==> src/rtl/mem_arbiter_pkg.sv <==
// Shared types and defaults for the two-requester memory arbiter.
package mem_arbiter_pkg;

  localparam int unsigned AW_DEF     = 13;
  localparam int unsigned DW_DEF     = 8;
  localparam int unsigned TO_CYC_DEF = 15;
  localparam int unsigned CntW       = 8;

  localparam logic OWN_CPU  = 1'b0;
  localparam logic OWN_HOST = 1'b1;

  typedef enum logic [1:0] {StIdle, StAddr, StWait, StResp} state_e;

endpackage

==> src/rtl/mem_arbiter_if.sv <==
// Requester-side bus: request/address/data in, ack/err/rdata back.
interface mem_arbiter_if
  import mem_arbiter_pkg::*;
#(
  parameter int unsigned AW = AW_DEF,
  parameter int unsigned DW = DW_DEF
) ();

  logic          req;
  logic          wr;
  logic [AW-1:0] addr;
  logic [DW-1:0] wdata;
  logic          ack;
  logic          err;
  logic [DW-1:0] rdata;

  modport master (output req, wr, addr, wdata, input ack, err, rdata);
  modport slave  (input req, wr, addr, wdata, output ack, err, rdata);

endinterface

==> src/rtl/mem_arbiter_arb_pick.sv <==
// Two-way grant selection. With ARB_RR_EN defined a priority pointer alternates
// on every grant; otherwise the CPU has fixed priority.
module arb_pick
  import mem_arbiter_pkg::*;
(
`ifdef ARB_RR_EN
  input  logic clk_i,
  input  logic rst_ni,
  input  logic grant_i,
`endif
  input  logic c_req_i,
  input  logic h_req_i,
  output logic host_o
);

`ifdef ARB_RR_EN
  logic prio_q, prio_d;

  // The requester that did not just win holds priority for the next tie.
  always_comb begin
    host_o = h_req_i & (~c_req_i | (prio_q == OWN_HOST));
    prio_d = prio_q;
    if (grant_i) prio_d = host_o ? OWN_CPU : OWN_HOST;
  end

  always_ff @(posedge clk_i or negedge rst_ni) begin
    if (!rst_ni) prio_q <= OWN_CPU;
    else         prio_q <= prio_d;
  end
`else
  assign host_o = h_req_i & ~c_req_i;
`endif

endmodule

==> src/rtl/mem_arbiter.sv <==
// Arbitrates CPU and host requesters onto one memory port with a wait timeout.
// Define ARB_RR_EN for round-robin arbitration instead of fixed CPU priority.
module mem_arbiter
  import mem_arbiter_pkg::*;
#(
  parameter int unsigned AW     = AW_DEF,
  parameter int unsigned DW     = DW_DEF,
  parameter int unsigned TO_CYC = TO_CYC_DEF
) (
  input  logic          clk_i,
  input  logic          rst_ni,
  mem_arbiter_if.slave  c_if,
  mem_arbiter_if.slave  h_if,
  output logic [AW-1:0] mem_addr_o,
  output logic [DW-1:0] mem_wdata_o,
  output logic          mem_rd_o,
  output logic          mem_wr_o,
  input  logic          mem_ready_i,
  input  logic [DW-1:0] mem_rdata_i,
  output logic          busy_o,
  output logic          owner_o
);

  state_e          state_q, state_d;
  logic            owner_q, owner_d, wr_q, wr_d;
  logic [AW-1:0]   addr_q, addr_d;
  logic [DW-1:0]   wdata_q, wdata_d;
  logic [CntW-1:0] cnt_q, cnt_d;
  logic [DW-1:0]   c_rdata_q, h_rdata_q, resp_rdata;
  logic            c_err_q, h_err_q;
  logic            resp_load, resp_err, resp_rd_load;
  logic            any_req, pick_host;

  assign any_req = c_if.req | h_if.req;

  arb_pick u_arb_pick (
`ifdef ARB_RR_EN
    .clk_i   (clk_i),
    .rst_ni  (rst_ni),
    .grant_i ((state_q == StIdle) && any_req),
`endif
    .c_req_i (c_if.req),
    .h_req_i (h_if.req),
    .host_o  (pick_host)
  );

  always_comb begin
    state_d      = state_q;
    owner_d      = owner_q;
    wr_d         = wr_q;
    addr_d       = addr_q;
    wdata_d      = wdata_q;
    cnt_d        = cnt_q;
    resp_load    = 1'b0;
    resp_err     = 1'b0;
    resp_rd_load = 1'b0;
    resp_rdata   = '0;
    unique case (state_q)
      StIdle: begin
        if (any_req) begin
          owner_d = pick_host ? OWN_HOST : OWN_CPU;
          wr_d    = pick_host ? h_if.wr    : c_if.wr;
          addr_d  = pick_host ? h_if.addr  : c_if.addr;
          wdata_d = pick_host ? h_if.wdata : c_if.wdata;
          state_d = StAddr;
        end
      end
      // Ready is honoured in the strobe cycle as well as while waiting.
      StAddr, StWait: begin
        if (mem_ready_i) begin
          resp_load    = 1'b1;
          resp_rd_load = ~wr_q;
          resp_rdata   = mem_rdata_i;
          state_d      = StResp;
        end else if (state_q == StAddr) begin
          cnt_d   = '0;
          state_d = StWait;
        end else if (cnt_q == CntW'(TO_CYC - 1)) begin
          resp_load    = 1'b1;
          resp_err     = 1'b1;
          resp_rd_load = 1'b1;
          state_d      = StResp;
        end else begin
          cnt_d = cnt_q + CntW'(1);
        end
      end
      StResp: begin
        cnt_d   = '0;
        state_d = StIdle;
      end
      default: state_d = StIdle;
    endcase
  end

  always_ff @(posedge clk_i or negedge rst_ni) begin
    if (!rst_ni) begin
      state_q   <= StIdle;
      owner_q   <= OWN_CPU;
      wr_q      <= 1'b0;
      addr_q    <= '0;
      wdata_q   <= '0;
      cnt_q     <= '0;
      c_rdata_q <= '0;
      h_rdata_q <= '0;
      c_err_q   <= 1'b0;
      h_err_q   <= 1'b0;
    end else begin
      state_q <= state_d;
      owner_q <= owner_d;
      wr_q    <= wr_d;
      addr_q  <= addr_d;
      wdata_q <= wdata_d;
      cnt_q   <= cnt_d;
      if (resp_load && (owner_q == OWN_CPU)) begin
        c_err_q <= resp_err;
        if (resp_rd_load) c_rdata_q <= resp_rdata;
      end
      if (resp_load && (owner_q == OWN_HOST)) begin
        h_err_q <= resp_err;
        if (resp_rd_load) h_rdata_q <= resp_rdata;
      end
    end
  end

  assign mem_addr_o  = addr_q;
  assign mem_wdata_o = wdata_q;
  assign mem_rd_o    = (state_q == StAddr) & ~wr_q;
  assign mem_wr_o    = (state_q == StAddr) &  wr_q;
  assign busy_o      = (state_q != StIdle);
  assign owner_o     = owner_q;

  assign c_if.ack   = (state_q == StResp) & (owner_q == OWN_CPU);
  assign h_if.ack   = (state_q == StResp) & (owner_q == OWN_HOST);
  assign c_if.err   = c_err_q;
  assign h_if.err   = h_err_q;
  assign c_if.rdata = c_rdata_q;
  assign h_if.rdata = h_rdata_q;

endmodule

==> src/flat_wrapper.sv <==
// flat-port wrapper written by rule: the top's interface ports become plain ports
module mem_arbiter_flat import mem_arbiter_pkg::*;
#(
  parameter int unsigned AW     = AW_DEF,
  parameter int unsigned DW     = DW_DEF,
  parameter int unsigned TO_CYC = TO_CYC_DEF
)
  (clk_i, rst_ni, mem_addr_o, mem_wdata_o, mem_rd_o, mem_wr_o, mem_ready_i, mem_rdata_i, busy_o, owner_o, c_if_req, c_if_wr, c_if_addr, c_if_wdata, c_if_ack, c_if_err, c_if_rdata, h_if_req, h_if_wr, h_if_addr, h_if_wdata, h_if_ack, h_if_err, h_if_rdata);
  mem_arbiter_if #(.AW(AW), .DW(DW)) c_if_i ();
  mem_arbiter_if #(.AW(AW), .DW(DW)) h_if_i ();
  input  logic clk_i;
  input  logic rst_ni;
  output logic [AW-1:0] mem_addr_o;
  output logic [DW-1:0] mem_wdata_o;
  output logic mem_rd_o;
  output logic mem_wr_o;
  input  logic mem_ready_i;
  input  logic [DW-1:0] mem_rdata_i;
  output logic busy_o;
  output logic owner_o;
  input wire logic [$bits(c_if_i.req)-1:0] c_if_req;
  input wire logic [$bits(c_if_i.wr)-1:0] c_if_wr;
  input wire logic [$bits(c_if_i.addr)-1:0] c_if_addr;
  input wire logic [$bits(c_if_i.wdata)-1:0] c_if_wdata;
  output wire logic [$bits(c_if_i.ack)-1:0] c_if_ack;
  output wire logic [$bits(c_if_i.err)-1:0] c_if_err;
  output wire logic [$bits(c_if_i.rdata)-1:0] c_if_rdata;
  input wire logic [$bits(h_if_i.req)-1:0] h_if_req;
  input wire logic [$bits(h_if_i.wr)-1:0] h_if_wr;
  input wire logic [$bits(h_if_i.addr)-1:0] h_if_addr;
  input wire logic [$bits(h_if_i.wdata)-1:0] h_if_wdata;
  output wire logic [$bits(h_if_i.ack)-1:0] h_if_ack;
  output wire logic [$bits(h_if_i.err)-1:0] h_if_err;
  output wire logic [$bits(h_if_i.rdata)-1:0] h_if_rdata;
  assign c_if_i.req = c_if_req;
  assign c_if_i.wr = c_if_wr;
  assign c_if_i.addr = c_if_addr;
  assign c_if_i.wdata = c_if_wdata;
  assign c_if_ack = c_if_i.ack;
  assign c_if_err = c_if_i.err;
  assign c_if_rdata = c_if_i.rdata;
  assign h_if_i.req = h_if_req;
  assign h_if_i.wr = h_if_wr;
  assign h_if_i.addr = h_if_addr;
  assign h_if_i.wdata = h_if_wdata;
  assign h_if_ack = h_if_i.ack;
  assign h_if_err = h_if_i.err;
  assign h_if_rdata = h_if_i.rdata;
  mem_arbiter #(.AW(AW), .DW(DW), .TO_CYC(TO_CYC)) u_core (.clk_i(clk_i), .rst_ni(rst_ni), .c_if(c_if_i), .h_if(h_if_i), .mem_addr_o(mem_addr_o), .mem_wdata_o(mem_wdata_o), .mem_rd_o(mem_rd_o), .mem_wr_o(mem_wr_o), .mem_ready_i(mem_ready_i), .mem_rdata_i(mem_rdata_i), .busy_o(busy_o), .owner_o(owner_o));
endmodule
==> config.mk <==
export PLATFORM = sky130hd
export DESIGN_NAME = mem_arbiter_flat
export DESIGN_NICKNAME = d
export VERILOG_FILES = /design/src/rtl/mem_arbiter_pkg.sv /design/src/rtl/mem_arbiter_if.sv /design/src/rtl/mem_arbiter_arb_pick.sv /design/src/rtl/mem_arbiter.sv /design/src/flat_wrapper.sv
export SDC_FILE = /design/constraint.sdc
export NUM_CORES = 1
export LEC_CHECK = 0
export CAP_MARGIN = 20
export CORE_MARGIN = 2
export CORE_UTILIZATION = 46
export DETAILED_ROUTE_END_ITERATION = 10
export GPL_TIMING_DRIVEN = 0
export PLACE_DENSITY = 0.86
export SETUP_SLACK_MARGIN = 0.1
export SLEW_MARGIN = 20
export SYNTH_ARGS = -nofsm -noshare
export SYNTH_HDL_FRONTEND = slang
export SYNTH_SLANG_ARGS = --single-unit
==> constraint.sdc <==
create_clock -name clk_i -period 5.5 [get_ports clk_i]
set_input_delay 1.375 -clock clk_i [delete_from_list [all_inputs] [get_ports clk_i]]
set_output_delay 1.375 -clock clk_i [all_outputs]
set_load 0.05 [all_outputs]
Word level (Yosys, flattened, before mapping)
Cells that the tools add are included.
- register bits: 51
- input port bits: 57
- output and inout bits: 45
- logic and storage cells: 62
- add/sub/neg operators: 1
- equal/unequal tests: 8
- multiplexer cells: 23
- bitwise gates (word level): 9
- reductions and logical operators: 11
- operator list (cell ; count):
    two-way mux 8 bit ; 6
    one-hot mux 8 bit (2 select lines) ; 1
    two-way mux 13 bit ; 1
    two-way mux 1 bit ; 10
    adder 8 x 1 -> 8 bit, second input constant ; 1
    equality test 8 x 4 -> 1 bit, second input constant ; 1
    two-way mux 2 bit ; 4
    AND reduction 2 bit ; 4
    one-hot mux 2 bit (3 select lines) ; 1
    AND 1 bit ; 5
    equality test 2 bit, second input constant ; 2
    != test 4 x 2 -> 1 bit, second input constant ; 1
    nonzero test 2 bit ; 2
    != test 3 x 2 -> 1 bit, second input constant ; 1
    NOT 1 bit ; 3
    AND reduction 3 bit ; 1
    equality test 2 x 1 -> 1 bit, second input constant ; 1
    logical AND 1 bit ; 2
    zero test 2 bit ; 1
    != test 2 x 1 -> 1 bit, second input constant ; 1
    != test 2 bit, second input constant ; 1
    OR reduction 2 bit ; 1
    bitwise OR 1 bit ; 1

Logic depth before layout (Yosys ltp)
- depth in word-level cells: 7
- gate-level depth with buffers: 7
- gate-level depth less buffers: 6

Cells and area by module
A second synthesis with hierarchy kept.
- cell total of the unflattened synthesis: 225
- area, all modules: 2516.2 um^2
- by module, submodules not included (module ; times used ; cells each ; area an instance (um^2) ; seq. area each (um^2)):
    mem_arbiter ; 1 ; 224 ; 2502.4 ; 1276.2
    arb_pick ; 1 ; 1 ; 13.8 ; 0.0

Worst setup path before layout
Ideal clock, no wire load.
- kind: reg2out
- start point: register u_core.owner_q, in the netlist u_core.owner_o
- end point: output port h_if_ack
- data arrival time: 1.674 ns
- required time: 4.125 ns
- setup slack: 2.451 ns
- cell stages (with the launch flop): 4
- path buffers: 1
- cell sequence: dfrtp_1 > clkbuf_1 > inv_1 > nor2_1
- longest elaborated chain between the ends: 1
- ends and longest elaborated chain (item ; line ; RTL):
    start: declaration ; mem_arbiter.sv:25 ; logic owner_q, owner_d, wr_q, wr_d;
    start signal: assignment ; mem_arbiter.sv:109 ; owner_q <= owner_d;
    AND 1 bit ; mem_arbiter.sv:133 ; assign h_if.ack = (state_q == StResp) & (owner_q == OWN_HOST);
    end: declaration ; flat_wrapper.sv:32 ; output wire logic [$bits(h_if_i.ack)-1:0] h_if_ack;
Every way passes these cells.

Worst setup path in the final report
- start point: register u_core.state_q[1]
- end point: output port mem_rd_o
- longest elaborated chain between the ends: 2
- ends and longest elaborated chain (item ; line ; RTL):
    start: declaration ; mem_arbiter.sv:24 ; state_e state_q, state_d;
    start signal: assignment ; mem_arbiter.sv:97 ; state_q <= StIdle;
    start signal: assignment ; mem_arbiter.sv:108 ; state_q <= state_d;
    equality test 2 x 1 -> 1 bit ; mem_arbiter.sv:127 ; assign mem_rd_o = (state_q == StAddr) & ~wr_q;
    AND 1 bit ; mem_arbiter.sv:127 ;
    end: declaration ; flat_wrapper.sv:15 ; output logic mem_rd_o;
Every way passes these cells.

==> results summary <==
In this run the critical register-to-register path is launched from u_core.state_q[0]. Along the worst path, the maximum fanout reaches 7. The number of diodes is 0. The clock-pin slew on the worst setup and hold paths is 0.09 ns. The post-place instance area is 3490 um^2. The final critical path takes up 63.6% of the cycle. The clock root buffer is sky130_fd_sc_hd__clkbuf_8. TritonCTS created 5 clock buffers.

STA puts the critical path data arrival time at 2.12 ns. The top achievable clock speed is 286 MHz. For this configuration, the core starts out at a cell density of 47.2%. The number of endpoints failing setup at the final stage is 0.

The post-synthesis to final-layout area growth is 51.4%. The synthesized design contains 0 enable-type register cells. The number of distinct standard cells referenced by the synthesized netlist is 32. The critical path required time came out at 4.12 ns. Setup repair after global routing left no endpoint under its margin. The area of all placed cells without fillers came out at 3630 um^2. The count of nets left with antenna violations once routing finished came out at 0.

The count of final hold-check violations came to 0. The post-route setup TNS came out at 0 ns. STA classifies the critical path endpoint as an output port. The H-tree was split into 2 levels. Counting every instance in the synthesized netlist gives 224.

The area share of the largest cell type after synthesis is 53.3%. After the flow finishes, the layout carries non-filler instances totaling 403. Yosys attributes the largest share of cell area to sky130_fd_sc_hd__dfrtp_1, sky130_fd_sc_hd__mux2i_1, sky130_fd_sc_hd__a22o_1, sky130_fd_sc_hd__o21ai_0, sky130_fd_sc_hd__nand2_1. The most frequently used cell type in the post-synthesis netlist is sky130_fd_sc_hd__dfrtp_1. The post-synthesis net count came out at 286. Headroom to the max-slew limit came out at 47.0%. In this run, post-CTS hold repair placed 0 buffers. The number of cells after detailed placement came out at 395. The buffer depth of the longest clock path came out at 2. The half-perimeter wire length of the detailed placement result came out at 4.64 mm.

The critical path launch point type is a flip-flop. The kind of critical path is reg -> out. After detailed routing, the number of remaining DRC violations is 0. The worst hold path passes through 2 cells. The final clock skew is 0.0123 ns. The cell area after synthesis is 2400 um^2.

The share of final-layout standard cells stronger than drive strength 1 is 5.71%. The number of placed I/O pins is 102. The quantity of gates resized following cts is 0. The worst min-delay path class is reg -> reg.

The number of sinks driven by the clock tree is 51. The most used flip-flop cell after synthesis is sky130_fd_sc_hd__dfrtp_1. Counting instances in the post-synthesis netlist gives the leading cell types as sky130_fd_sc_hd__dfrtp_1, sky130_fd_sc_hd__o21ai_0, sky130_fd_sc_hd__nand2_1. Dividing total power by cell area gives a power density of 608 nW/um^2. The first global-routing pass estimated 10.3 mm of wire. The clock period could shrink to 3.50 ns. The maximum number of pins on one net before global-route repair is 52. The register area share after synthesis came out at 53.3%. The initial antenna violation count is 0. The post-synthesis register bit count is 51. The final-report max-slew violation count came out at 0.

The cell taking the most area after synthesis is sky130_fd_sc_hd__dfrtp_1. The leakage power total is 1.57 nW. The wire length per cell came out at 15.4 um. At the pin with the least slew margin, the transition time is 0.791 ns. The length in cells of the worst reg-to-reg path came out at 6. The final weighted congestion of routability-driven global placement came out at 0.846. TritonCTS built the clock tree.

In this run, the number of DRC markers left after iteration 0 of detailed routing was 78. The iteration count of the initial detailed-routing pass is 4. In the global route stage, overall resource usage came out at 22.0%. During placement, the flow inserted port buffers numbering 101. The via count of the first global-routing pass is 2106. The die extent in x is 76.2 um. The critical path starts at u_core.state_q[1]. At the later pin of the worst-skew pair, clock insertion delay measures 0.31 ns. Summed over all layers, the global routing overflow is 0.

The final net count came out at 394. The number of synthesis warnings is 0. The reported max-cap violation count came out at 0. The launch instance of the worst min-delay path is u_core.mem_wdata_o[1]. The detailed-route wire length came out at 6.21 mm.

The highest ir drop seen on vdd came out at 0.000299 V. From bottom edge to top edge, the die measures 76.2 um. The routed layout has 2146 vias.

The run finished with clean final reports. The region available for standard cell placement spans 5070 um^2. The number of core rows is 26. The post-synthesis average cell area is 10.7 um^2. After detailed routing, the number of vias per cell comes to 5.33. The number of setup buffers added after CTS came out at 0. The async set-or-reset flop fraction in the synthesized netlist is 100%.

The die covers 5800 um^2.
area by class of cell:
type                            instances  area, um^2
Timing Repair Buffer                  101        1010
Inverter                                6        22.5
Sequential cell                        51        1280
Tap cell                               70        87.6
Buffer                                 10        47.5
Multi-Input combinational cell        157        1050
Clock buffer                            5        68.8
Fill cell                             380        1450
Clock inverter                          3        67.6
logic make-up (layout without fill, tap and decap cells):
group	Yosys count	after routing	synth area share (%)
adders and majority gates	5	5	2.61
and+or+nand+nor	62	62	12.8
muxes	23	23	9.61
DFF	51	51	53.3
buffers and inverters	16	125	2.92
AOI/OAI and AO/OA	67	67	18.7
worst max-delay path, stage by stage, from the launching register on:
cell                              delay, ns
sky130_fd_sc_hd__dfrtp_1               0.45
sky130_fd_sc_hd__inv_1                 0.10
sky130_fd_sc_hd__ha_1                  0.28
sky130_fd_sc_hd__nor2b_1               0.17
sky130_fd_sc_hd__clkdlybuf4s50_1       0.82
cells in the final DEF, fill, tap and decap left out, types with 2 or more instances in the layout:
| master | n |
|---|---|
| sky130_fd_sc_hd__clkbuf_8 | 5 |
| sky130_fd_sc_hd__o31ai_1 | 5 |
| sky130_fd_sc_hd__a21oi_1 | 5 |
| sky130_fd_sc_hd__nor3_2 | 2 |
| sky130_fd_sc_hd__o21ai_1 | 2 |
| sky130_fd_sc_hd__clkdlybuf4s50_1 | 100 |
| sky130_fd_sc_hd__o21ai_0 | 28 |
| sky130_fd_sc_hd__dfrtp_1 | 51 |
| sky130_fd_sc_hd__or2_2 | 2 |
| sky130_fd_sc_hd__nand3b_1 | 2 |
| sky130_fd_sc_hd__and3_1 | 2 |
| sky130_fd_sc_hd__o22a_1 | 3 |
| sky130_fd_sc_hd__nor2_1 | 8 |
| sky130_fd_sc_hd__and2_1 | 2 |
| sky130_fd_sc_hd__buf_2 | 2 |
| sky130_fd_sc_hd__nand2_1 | 27 |
| sky130_fd_sc_hd__nor3_1 | 3 |
| sky130_fd_sc_hd__nor2b_1 | 2 |
| sky130_fd_sc_hd__nand2b_1 | 2 |
| sky130_fd_sc_hd__mux2i_1 | 23 |
| sky130_fd_sc_hd__bufinv_16 | 2 |
| sky130_fd_sc_hd__nand3_1 | 6 |
| sky130_fd_sc_hd__a31oi_1 | 5 |
| sky130_fd_sc_hd__a22o_1 | 16 |
| sky130_fd_sc_hd__ha_1 | 5 |
| sky130_fd_sc_hd__inv_1 | 6 |
| sky130_fd_sc_hd__clkbuf_1 | 7 |
registers in the layout, summed over array words and instances, names as in the netlist:
register,cells
u_core.h_if.rdata,8
u_core.owner_o,1
u_core.cnt_q,8
u_core.mem_addr_o,13
u_core.c_if.err,1
u_core.mem_wdata_o,8
u_core.h_if.err,1
u_core.wr_q,1
u_core.c_if.rdata,8
u_core.state_q,2
through the flow:
step                      utilization [%]  power, W  hold WS, ns  setup slack, ns
after floorplan                         -   0.00146        0.457             2.45
after global placement               68.9   0.00187        0.462             1.59
after detailed placement             68.8   0.00191        0.470             2.17
after CTS                            71.5   0.00222        0.492             2.00
after global routing                 71.5   0.00231        0.517             1.88
final                                71.5   0.00221        0.488             2.00
worst paths after layout:
| kind | endpoint | slack, ns |
|---|---|---|
| min in group asynchronous | u_core.h_if.rdata[1] | 1.08 |
| hold reg to reg | u_core.mem_wdata_o[1] | 0.49 |
| max in group asynchronous | u_core.mem_addr_o[2] | 4.00 |
| setup reg to reg | u_core.c_if.rdata[5] | 3.16 |
| hold / removal | u_core.mem_wdata_o[1] | 0.49 |
| setup / recovery | mem_rd_o | 2.00 |
layer usage:
metal  vias up  track usage (%)  wire length (um)
li1       1028                -                 -
met1      1035             27.7              2660
met2        72             37.4              3090
met3        11             4.98               356
met4         0             7.82               104
met5         -                0                 0
power by group:
group          total, W  internal [W]  switching [W]
combinational   0.00128      0.000446       0.000838
sequential     0.000617      0.000520      0.0000968
clock          0.000306      0.000181       0.000125
No activity file was read; power rests on OpenSTA's default activity.
==> variant 1 (same flow settings) <==
The option `ARB_RR_EN` is turned on by a define.
--- a/src/rtl/mem_arbiter_arb_pick.sv
+++ b/src/rtl/mem_arbiter_arb_pick.sv
@@ -1,4 +1,6 @@
 // Two-way grant selection. With ARB_RR_EN defined a priority pointer alternates
 // on every grant; otherwise the CPU has fixed priority.
+`define ARB_RR_EN
+
 module arb_pick
   import mem_arbiter_pkg::*;
Check against the original RTL: not equivalent (a bounded check fails within 10 cycles, from zero or initial values and one cycle with rst_ni low).
==> variant 1 against the original RTL <==
Largest power group unchanged. Global-route usage shrank 0.79 points. Sequential cell count grew 1. Critical path type unchanged. Cell area shrank 3.5%. First-iteration DRC count grew 85%. Synthesized area shrank 3.3%. Setup slack lost 0.016 ns. Highest routed layer unchanged. Routed wire length shrank 4.7%. Power shrank 3.9%. Sequential share of layout area grew 2.0 points. Clock power shrank 29%.
==> variant 1: results (changes against the original RTL) <==
Run status
  • Status: complete, no violations (unchanged)

Global route
  • Grt met2 use: 0.364 (was 0.374)
  • Met3 Track Usage GR: 0.0388 (was 0.0498)
  • Met1 layer usage reported by global route: 0.288 (was 0.277)
  • GR Util All Layers: 0.212 (was 0.220)
  • Pin count of the biggest net entering global routing: 53 (was 52)
  • Vias in the first global route: 1975 (was 2106)
  • Global-route wire length before repair: 9.26 mm (was 10.3 mm)

Route
  • Vias per cell: 5.46 (was 5.33)
  • Starting DRT DRC Count: 144 (was 78)
  • Wire per inst: 15.6 µm (was 15.4 µm)
  • First-pass DRT Iterations: 5 (was 4)

Logic synthesis
  • Syn_nets: 266 (was 286)
  • Count of unique library cells instantiated by Yosys: 36 (was 32)
  • Synth top area cells: dfrtp_1 56%, a222oi_1 9.5%, a22o_1 6.0% (was dfrtp_1 53%, mux2i_1 9.6%, a22o_1 5.8%)
  • Post-Synthesis Mean Instance Area: 11.4 µm² (was 10.7 µm²)
  • Synth top cells by count: 52 x dfrtp_1, 29 x inv_1, 22 x a222oi_1 (was 51 x dfrtp_1, 28 x o21ai_0, 27 x nand2_1)
  • Sequential-to-total area share from yosys stat: 0.562 (was 0.533)

Setup path
  • Critical path peak fanout: 7 (unchanged)
  • Worst r2r src: u_core.state_q[0]$_DFFE_PN0P_ (unchanged)
  • Slowest cell on the critical path: clkdlybuf4s50_1 (unchanged)
  • Setup crit start: u_core.owner_o$_DFFE_PN0P_ (was u_core.state_q[1]$_DFFE_PN0P_)
  • CP delay by family, top: buffers and inverters (unchanged)
  • Max stage delay on crit path: 0.83 ns
  • CP Data Arrival Time: 2.14 ns (was 2.12 ns)

Clocking
  • Setup Fix Bufs, Post-CTS: 0 (unchanged)
  • Clock root cell: clkbuf_8 (unchanged)
  • Worst skew pair latency: 0.29 ns (was 0.31 ns)
  • TritonCTS buffer count: 5 (unchanged)

Cells and area
  • Post-route non-filler standard cell count: 380 (was 403)
  • Layout cell share with drive strength beyond 1: 0.0575 (was 0.0571)
  • Fillers: 345 (was 380)

Placement
  • DPL Wire Length: 4.43 mm (was 4.64 mm)
  • Dpl ws: 2.22 ns (was 2.17 ns)
  • Gpl congestion: 0.890 (was 0.846)
  • Port-buffer cells: 101 (unchanged)
  • DP Cell Count: 372 (was 395)

Power and ir drop
  • Maximum VDD drop: 0.299 mV (about the same)
  • LEAKAGE: 0.00163 µW (was 0.00157 µW)

Timing
  • Worst Tran Pin Value: 0.728 ns (was 0.791 ns)
  • Final setup skew: 0.00499 ns (was 0.0123 ns)

Hold path
  • Min-delay src: u_core.mem_addr_o[2]$_DFFE_PN0P_ (was u_core.mem_wdata_o[1]$_DFFE_PN0P_)
==> variant 1: cell families (layout without fill, tap and decap cells) <==
family,Yosys count,after routing,synth area share
flip-flops,52,52,0.562
buffers and inverters,37,146,0.0632
AO/OA/AOI/OAI,69,69,0.252
multiplexers,1,1,0.00432
AND/OR/NAND/NOR,40,40,0.0923
adder cells (fa/ha/maj),5,5,0.0270
==> variant 1: worst reg2reg max path, delay by kind of cell, from the launching register on <==
family | cells | cell delay, ns
simple gates | 1 | 0.26
compound gates | 3 | 0.88
fa+ha+maj | 1 | 0.37
flops | 1 | 0.42
buf+inv | 2 | 0.21
==> variant 1: power breakdown <==
part	leakage [µW]	switching, µW	internal [µW]	total, µW
clock	0.0000510	116	101	217
combinational	0.000910	820	463	1280
sequential	0.000664	93.9	528	622
total	0.00163	1030	1090	2120
==> variant 1: worst paths after layout <==
check | end | slack, ns | cells past startpoint
hold reg to reg | u_core.mem_addr_o[2]$_DFFE_PN0P_ | 0.49 | 2
max in group asynchronous | u_core.c_if.rdata[5]$_DFFE_PN0P_ | 3.96 | 1
hold / removal | u_core.mem_addr_o[2]$_DFFE_PN0P_ | 0.49 | 2
setup / recovery | h_if_ack | 1.99 | 4
min in group asynchronous | u_core.mem_wdata_o[3]$_DFFE_PN0P_ | 1.10 | 1
setup reg to reg | u_core.cnt_q[7]$_DFFE_PN0P_ | 3.24 | 7
==> variant 1: final cells by class <==
| class | instances | area [µm²] | share of cell area |
|---|---|---|---|
| Sequential cell | 52 | 1300 | 0.372 |
| Timing Repair Buffer | 101 | 1010 | 0.288 |
| Multi-Input combinational cell | 115 | 870 | 0.248 |
| Inverter | 29 | 109 | 0.0311 |
| Tap cell | 67 | 83.8 | 0.0239 |
| Clock buffer | 6 | 82.6 | 0.0236 |
| Buffer | 8 | 37.5 | 0.0107 |
| Clock inverter | 2 | 10.0 | 0.00286 |
==> variant 1: routing by layer <==
| metal | wire length, µm | share of wire | vias to the layer above |
|---|---|---|---|
| li1 | - | - | 989 |
| met5 | 0 | 0 | - |
| met1 | 2570 | 0.43 | 1005 |
| met3 | 379 | 0.064 | 4 |
| met4 | 46 | 0.0078 | 0 |
| met2 | 2920 | 0.49 | 77 |
==> variant 1: through the flow <==
step	area, µm²	hold slack (ns)
after floorplan	2320	0.438
after global placement	3410	0.470
after detailed placement	3410	0.476
after CTS	3500	0.492
after global routing	3500	0.508
final	3500	0.495
==> variant 2 (same flow settings) <==
Made on the original files. The 4 states of `state_e` get a one-hot encoding in 4 bits.
--- a/src/rtl/mem_arbiter_pkg.sv
+++ b/src/rtl/mem_arbiter_pkg.sv
@@ -10,5 +10,5 @@
   localparam logic OWN_HOST = 1'b1;
 
-  typedef enum logic [1:0] {StIdle, StAddr, StWait, StResp} state_e;
+  typedef enum logic [3:0] {StIdle = 4'b0001, StAddr = 4'b0010, StWait = 4'b0100, StResp = 4'b1000} state_e;
 
 endpackage
Check against the original RTL: no difference found for any inputs over 10 cycles, from zero or initial values and one cycle with rst_ni low; not proved beyond that.
==> variant 2 against the original RTL <==
Clock skew fell by 0.0031 ns. Combinational power rose by 4%. Synthesized area rose by 14%. Cell area rose by 8.0%. Power rose by 1.9%. Setup slack got worse by 0.18 ns. Routed wire length rose by 0.72%. Critical path depth did not move. Sequential cell count rose by 2. Via count rose by 6.8%. Critical path type unchanged. Largest power group unchanged.
==> variant 2: results (changes against the original RTL) <==
Timing
  • Worst Tran Pin Value: 0.698 ns (was 0.791 ns)

Placement
  • DPL Wire Length: 4.78 mm (was 4.64 mm)
  • Gpl congestion: 0.775 (was 0.846)

Logic synthesis
  • Mux cell area share after synthesis: 0.166 (was 0.0961)
  • Adder-cell area share of the yosys netlist: 0.00918 (was 0.0261)
  • Syn_nets: 327 (was 286)
  • Sequential-to-total area share from yosys stat: 0.487 (was 0.533)
  • Post-synthesis compound-gate area fraction: 0.110 (was 0.187)
  • Synth top cells by count: 52 x dfrtp_1, 43 x mux2i_1, 39 x nand2_1 (was 51 x dfrtp_1, 28 x o21ai_0, 27 x nand2_1)

Setup path
  • Critical path peak fanout: 10 (was 7)
  • CP Data Arrival Time: 2.30 ns (was 2.12 ns)
  • Setup crit start: u_core.state_q[3]$_DFFE_PN0P_ (was u_core.state_q[1]$_DFFE_PN0P_)
  • Worst r2r src: u_core.cnt_q[0]$_DFFE_PN0P_ (was u_core.state_q[0]$_DFFE_PN0P_)

Global route
  • Global-route wire length before repair: 9.91 mm (was 10.3 mm)
  • Vias in the first global route: 2146 (was 2106)
  • Met1 layer usage reported by global route: 0.247 (was 0.277)
  • Met3 Track Usage GR: 0.0600 (was 0.0498)
  • Grt met2 use: 0.328 (was 0.374)
  • Pin count of the biggest net entering global routing: 54 (was 52)

Route
  • Metal2 WL: 3.16 mm (was 3.09 mm)
  • Met3 WL: 458 µm (was 356 µm)

Power and ir drop
  • Combinational fraction of design power: 0.592 (was 0.582)
  • Maximum VDD drop: 0.341 mV (was 0.299 mV)
  • LEAKAGE: 0.00178 µW (was 0.00157 µW)

Run status
  • Status: complete, no violations (unchanged)

Hold path
  • Min-delay src: u_core.mem_wdata_o[6]$_DFFE_PN0P_ (was u_core.mem_wdata_o[1]$_DFFE_PN0P_)
[variant 2: cell count changes in the layout (fill, tap and decap cells not counted), moves of 5 or more]
cell,change
nand2_1,+12
inv_1,+16
a2111oi_0,+5
mux2i_1,+20
a31oi_1,-5
nand2b_1,+6
o31ai_1,-5
a22o_1,-16
[variant 2: stage by stage]
stage | power (µW) | worst slack [ns] | instances
after floorplan | 1580 | 1.95 | 268
after global placement | 2010 | 1.50 | 444
after detailed placement | 2040 | 2.17 | 444
after CTS | 2270 | 1.86 | 452
after global routing | 2390 | 1.76 | 452
final | 2250 | 1.82 | 452
[variant 2: final cells by class]
cell class | instances | area, µm²
Clock inverter | 3 | 21.3
Multi-Input combinational cell | 179 | 1250
Buffer | 14 | 68.8
Inverter | 22 | 82.6
Timing Repair Buffer | 101 | 1010
Clock buffer | 5 | 68.8
Tap cell | 75 | 93.8
Fill cell | 483 | 1900
Sequential cell | 53 | 1330
